**config.mk**
```make
export PLATFORM = sky130hd
export DESIGN_NAME = delay_sched
export DESIGN_NICKNAME = d
export VERILOG_FILES = /design/src/rtl/delay_sched_pkg.sv /design/src/rtl/rr_pick.sv /design/src/rtl/delay_sched.sv
export SDC_FILE = /design/constraint.sdc
export NUM_CORES = 1
export LEC_CHECK = 0
export CAP_MARGIN = 20
export CELL_PAD_IN_SITES_DETAIL_PLACEMENT = 1
export CELL_PAD_IN_SITES_GLOBAL_PLACEMENT = 2
export CORE_ASPECT_RATIO = 1.75
export CORE_UTILIZATION = 31
export DETAILED_ROUTE_END_ITERATION = 16
export GPL_ROUTABILITY_DRIVEN = 0
export MAX_ROUTING_LAYER = met4
export PLACE_DENSITY = 0.89
export SETUP_SLACK_MARGIN = 0.2
export SYNTH_ARGS = -nofsm -noshare
export SYNTH_HDL_FRONTEND = slang
export SYNTH_SLANG_ARGS = --single-unit
```
**constraint.sdc**
```tcl
create_clock -name clk -period 2.6 [get_ports clk]
set_input_delay 0.78 -clock clk [delete_from_list [all_inputs] [get_ports clk]]
set_output_delay 0.78 -clock clk [all_outputs]
set_load 0.005 [all_outputs]
```
**src/rtl/delay_sched_pkg.sv**
```systemverilog
// Shared types and helpers for the round-robin delay scheduler.
package delay_sched_pkg;
    typedef enum logic [1:0] {IDLE, COUNT, DONE} sched_state_t;

    localparam int NREQ_DEF  = 4;
    localparam int CBITS_DEF = 16;

    // Pointer to the client after ptr, wrapping at nreq.
    function automatic int rr_next(input int ptr, input int nreq);
        return (ptr + 1 >= nreq) ? 0 : ptr + 1;
    endfunction
endpackage

```
**src/rtl/rr_pick.sv**
```systemverilog
// Combinational round-robin picker: first asserted req at or after rr.
module rr_pick #(
    parameter int NREQ = 4,
    parameter int IW   = $clog2(NREQ)
) (
    input  logic [NREQ-1:0] req,
    input  logic [IW-1:0]   rr,
    output logic            valid,
    output logic [IW-1:0]   idx
);
    always_comb begin
        int j;
        valid = 1'b0;
        idx   = '0;
        j     = 0;
        // Walk from the far end so the closest hit to rr is written last.
        for (int k = NREQ - 1; k >= 0; k--) begin
            j = int'(rr) + k;
            if (j >= NREQ) j = j - NREQ;
            if (req[j]) begin
                valid = 1'b1;
                idx   = IW'(j);
            end
        end
    end
endmodule

```
**src/rtl/delay_sched.sv**
```systemverilog
// Round-robin scheduler sharing one programmable delay counter among NREQ clients.
module delay_sched
    import delay_sched_pkg::*;
#(
    parameter int NREQ  = NREQ_DEF,
    parameter int CBITS = CBITS_DEF
) (
    input  logic                  clk,
    input  logic                  rst_n,
    input  logic [NREQ-1:0]       req,
    input  logic [NREQ*CBITS-1:0] len,
    output logic [NREQ-1:0]       grant,
    output logic [NREQ-1:0]       done,
    output logic                  busy,
    output logic                  err
);
    localparam int IW = $clog2(NREQ);
    localparam logic [NREQ-1:0] ONE = {{(NREQ-1){1'b0}}, 1'b1};

    sched_state_t   state;
    logic [IW-1:0]  rr, own, win;
    logic           win_vld;
    logic [CBITS-1:0] cnt, len_q;
    logic           err_nxt;

    rr_pick #(.NREQ(NREQ), .IW(IW)) u_pick (
        .req   (req),
        .rr    (rr),
        .valid (win_vld),
        .idx   (win)
    );

    always_comb begin
        err_nxt = 1'b0;
        if ((state == COUNT) && (cnt > len_q))     err_nxt = 1'b1;
        if ((grant & (grant - ONE)) != '0)         err_nxt = 1'b1;
        if ((done != '0) && (state != DONE))       err_nxt = 1'b1;
    end

    always_ff @(posedge clk or negedge rst_n) begin
        if (!rst_n) begin
            state <= IDLE;
            rr    <= '0;
            own   <= '0;
            cnt   <= '0;
            len_q <= '0;
            grant <= '0;
            done  <= '0;
            busy  <= 1'b0;
            err   <= 1'b0;
        end else begin
            err  <= err_nxt;
            done <= '0;
            case (state)
                IDLE: begin
                    if (win_vld) begin
                        state <= COUNT;
                        own   <= win;
                        len_q <= len[win*CBITS +: CBITS];
                        cnt   <= '0;
                        grant <= ONE << win;
                        busy  <= 1'b1;
                    end
                end
                COUNT: begin
                    // Abandon wins over completion on the same edge.
                    if (!req[own]) begin
                        state <= IDLE;
                        grant <= '0;
                        busy  <= 1'b0;
                        rr    <= IW'(rr_next(int'(own), NREQ));
                    end else if (cnt == len_q) begin
                        state <= DONE;
                        grant <= '0;
                        done  <= ONE << own;
                    end else begin
                        cnt <= cnt + CBITS'(1);
                    end
                end
                DONE: begin
                    state <= IDLE;
                    busy  <= 1'b0;
                    rr    <= IW'(rr_next(int'(own), NREQ));
                end
                default: state <= IDLE;
            endcase
        end
    end
endmodule

```
==> summary.md <==
| Metric | Value |
|---|---|
| Outcome | `finished clean` |
| Period utilisation layout | `90.38%` |
| Drt total wl | `10.04 mm` |
| Area Growth Syn to Fin | `47.14%` |
| Hold Crit Depth | `1` |
| I/O Buffers | `just under 80` |
| Syn Nets | `423` |
| Final ANT Viol Nets | `0` |
| Clock Sinks | `48` |
| Fillers | `1,160` |
| Die Area | `11,080 sq um` |
| Least-Margin Pin Slew | `about 620 ps` |
| Place WS | `-289.3 ps` |
| Sw frac | `a little over a third` |
| Async S/R FF share, synth | `100.0%` |
| Worst hold start | `len_q[8]` |
| Worst VDD drop | `0.0005377 V` |
| GRT Overall Usage | `between 10% and 20%` |
| Max-cap viol count | `0` |
| Hold endpoint | `len_q[8]` |
| Via/cell ratio | `5.374` |
| Setup crit end kind | `register` |
| HP Class | `reg -> reg` |
| Post-DP HPWL | `between 8 and 9 mm` |
| Worst r2r path cells | `6` |
| Layout cells sized above 1 | `about 20%` |
| EDFF count, synth | `0` |
| Max clock buf depth | `2` |
| Finished Cell Area | `between 4000 and 5000 sq um` |
| Cts hold-fix bufs | `0` |
| Worst path required time | `2780 ps` |
| Most used cell, CP | `buf_12` |
| Peak Freq | `0.4256 GHz` |
| RSZ-0062 raised after global routing | `no` |
| First-pass GRT wire length | `between 15 and 20 mm` |
| CP max-delay cell | `mux2_2` |
| DP Area | `4533 sq um` |
| Fin nets | `~540` |
| DR iter-0 viols | `~70` |
| R2R Setup Slk | `roughly 290 ps` |
| Synth warn | `0` |
| Non-Filler Instances | `577` |
| CTS root buffer | `clkbuf_16` |
| Crit path DAT | `2530 ps` |
| Max Clock Skew | `10.62 ps` |
| Die width | `approximately 80 um` |
| Crit path max fanout | `5` |
| Gate Count Post-Synth | `328` |
| Reg2reg start | `cnt[7]` |
| Pin count of the biggest net entering global routing | `49` |
| Drt drc | `0` |
| Crit Path Class | `in -> reg` |
| R2R Path End | `grant[2]` |
| 1st-pass router iterations | `4` |
| Syn_area_per_cell | `10.07 sq um` |
| Routed vias | `approximately 3,100` |
| Synthesized flop and latch total | `48` |
| Hold Vio Cnt, Final | `0` |
| Initial Util | `32.06%` |
| Rows | `49` |
| Finish-stage setup viols | `0` |
| CP Cell Sequence | `dlygate4sd2_1, mux2_4, o221ai_4, buf_12, buf_6, buf_12, mux2_2, a221o_1` |
| Dominant synthesized flop cell | `dfrtp_1` |
| Pins Over Slew Limit | `0` |
| Vias in the first global route | `3,400` |
| CORE AREA | `around 10,000 sq um` |
| Avg WL per Cell | `about 17 um` |
| Dpl cells | `between 500 and 600` |
| Synth cell types | `52` |
| Total grt overflow | `0` |
| Worst path max stage delay | `340 ps` |
| Final Worst Setup Slack | `~250 ps` |
| Net Switching | `1.714 mW` |
| DIE HEIGHT | `138.5 um` |
| Clk Latency, worst-skew pair | `300 ps` |
| Initial antenna violation count | `0` |
| Syn Std Cell Area | `3302 sq um` |
| Relative slew slack | `58.37%` |
| Clock share of power | `roughly 20%` |
| Minimum clock period | `2350 ps` |
| Internal power | `2.965 mW` |
| Power per cell area | `963.1 nW/um^2` |
| Startpoint Class | `primary input` |
| Flop pwr share | `25.7%` |
| Top-Level Pins | `80` |
| Leakage | `2.211 nW` |
| Num CTS Buffers | `5` |
| H-tree Lvls | `2` |
| ANT cells | `0` |
| Sequential element share of the synthesized area | `36.38%` |
| Clock slew at reported path FFs | `60 ps` |
| CTS tree | `yes` |
| Combinational fraction of design power | `54.1%` |
[metal layers]
layer	global-route usage (%)	vias to the layer above	part of all wire (%)
met5	-	-	0
met4	9.586	0	3.9
met3	2.310	30	2.9
met2	37.02	89	59
met1	19.81	1514	35
li1	-	1468	-
[worst max-delay path, delay by kind of cell]
family,cells,cell delay [ps]
compound gates,2,490
buf+inv,4,620
mux,2,630
[timing repair]
| action | CTS | global route |
|---|---|---|
| gates resized for setup | 13 | 1 |
| cloned | 1 | 0 |
| endpoints found under the hold margin | 0 | 0 |
| endpoints found under the setup margin | 27 | 11 |
| setup buffers | 3 | 1 |
| pin swaps | 1 | 1 |
[flip-flops by register name, summed over array words and instances, names as in the netlist]
signal	cells
err	1
cnt	16
done	4
grant	4
own	2
state	2
busy	1
len_q	16
rr	2
[synth_stat cells (2+ instances only)]
library cell  instances  area share, %
mux2_2                9            3.1
mux2_4               10            4.5
nor3_1               23            3.5
o31ai_1               5            1.1
dfrtp_1              48             36
nand2_1              22            2.5
inv_1                25            2.8
a31oi_1               4           0.76
nand4_1              10            1.9
o22ai_1               2           0.38
buf_2                 5           0.76
o21ai_0              10            1.5
nor2b_1               4           0.76
clkbuf_1              6           0.68
a21o_1                6            1.4
a21oi_1              10            1.5
o311ai_0              2           0.53
buf_6                 3            1.0
o211ai_1              2           0.45
a32o_1                2           0.61
nand3_1               8            1.2
nand2b_1              3           0.57
nor4_1                3           0.57
ha_1                 25            9.5
mux2i_1              19            5.8
and2_1                6            1.1
xnor2_1               6            1.6
nor2_1               11            1.3
a221o_1              16            4.9
[area by class of cell]
cell class              count  area [sq um]  share of cell area (%)
multi-input cells         240          1931                   39.74
clock inverters             3         90.09                   1.854
flip-flops and latches     48          1202                   24.75
well taps                 127         158.9                   3.271
clock buffers               5         125.1                   2.575
repair buffers            129          1257                   25.88
inverters                  25         93.84                   1.931
[logic make-up (layout without fill, tap and decap cells)]
| logic type | Yosys count | in the layout | synth area share [%] |
|---|---|---|---|
| adder cells (fa/ha/maj) | 26 | 26 | 9.776 |
| flip-flops | 48 | 48 | 36.38 |
| AO/OA/AOI/OAI | 69 | 69 | 16.56 |
| multiplexers | 39 | 39 | 14.06 |
| XOR/XNOR | 6 | 6 | 1.591 |
| buffers and inverters | 40 | 162 | 5.532 |
| AND/OR/NAND/NOR | 100 | 100 | 16.11 |
[power by group through the flow]
stage / logic [mW] / registers [mW] / clock network (mW)
final: 2.53 / 1.20 / 0.945
after global routing: 2.75 / 1.24 / 0.975
after CTS: 2.53 / 1.21 / 0.957
after detailed placement: 2.38 / 1.22 / 0
after global placement: 2.26 / 1.20 / 0
after floorplan: 1.42 / 1.15 / 0
[layout by cell type, fill, tap and decap left out, types with 3 or more instances in the layout]
cell type and count:
ha_1 25, bufinv_16 3, clkdlybuf4s50_1 74, nand2b_1 3
buf_4 40, clkbuf_16 5, mux2_4 10, nor2_1 11
nand3_1 8, buf_12 5, nand4_1 10, a221o_1 16
and2_1 6, dfrtp_1 47, inv_1 25, nor3_1 23
xnor2_1 6, o21ai_0 10, buf_6 3, mux2_2 9
nor2b_1 4, mux2i_1 19, a21o_1 6, nand2_1 22
a31oi_1 4, dlygate4sd2_1 4, o31ai_1 5, a21oi_1 10
[through the flow]
step           TNS (ps)  hold WS [ps]  util, %  power, mW
3_3_place_gp      -5300         495.5    44.01      3.463
4_1_cts               0         520.1    47.08      4.695
5_1_grt               0         535.8    47.17      4.963
3_5_place_dp      -6244         506.4    44.01      3.599
6_report              0         511.9    47.17      4.679
2_1_floorplan         0         480.3        -      2.565
[how the worst max path moves through the flow]
stage	startpoint	end	slack (ps)	depth (start not counted)
final	req[1]	len_q[0]	250	8
after global routing	req[1]	len_q[2]	200	8
after CTS	cnt[0]	grant[2]	270	7
after detailed placement	req[0]	len_q[10]	-290	6
after global placement	req[0]	len_q[7]	-260	6
after floorplan	req[0]	len_q[10]	270	5
(Power assumes the default switching activity.)
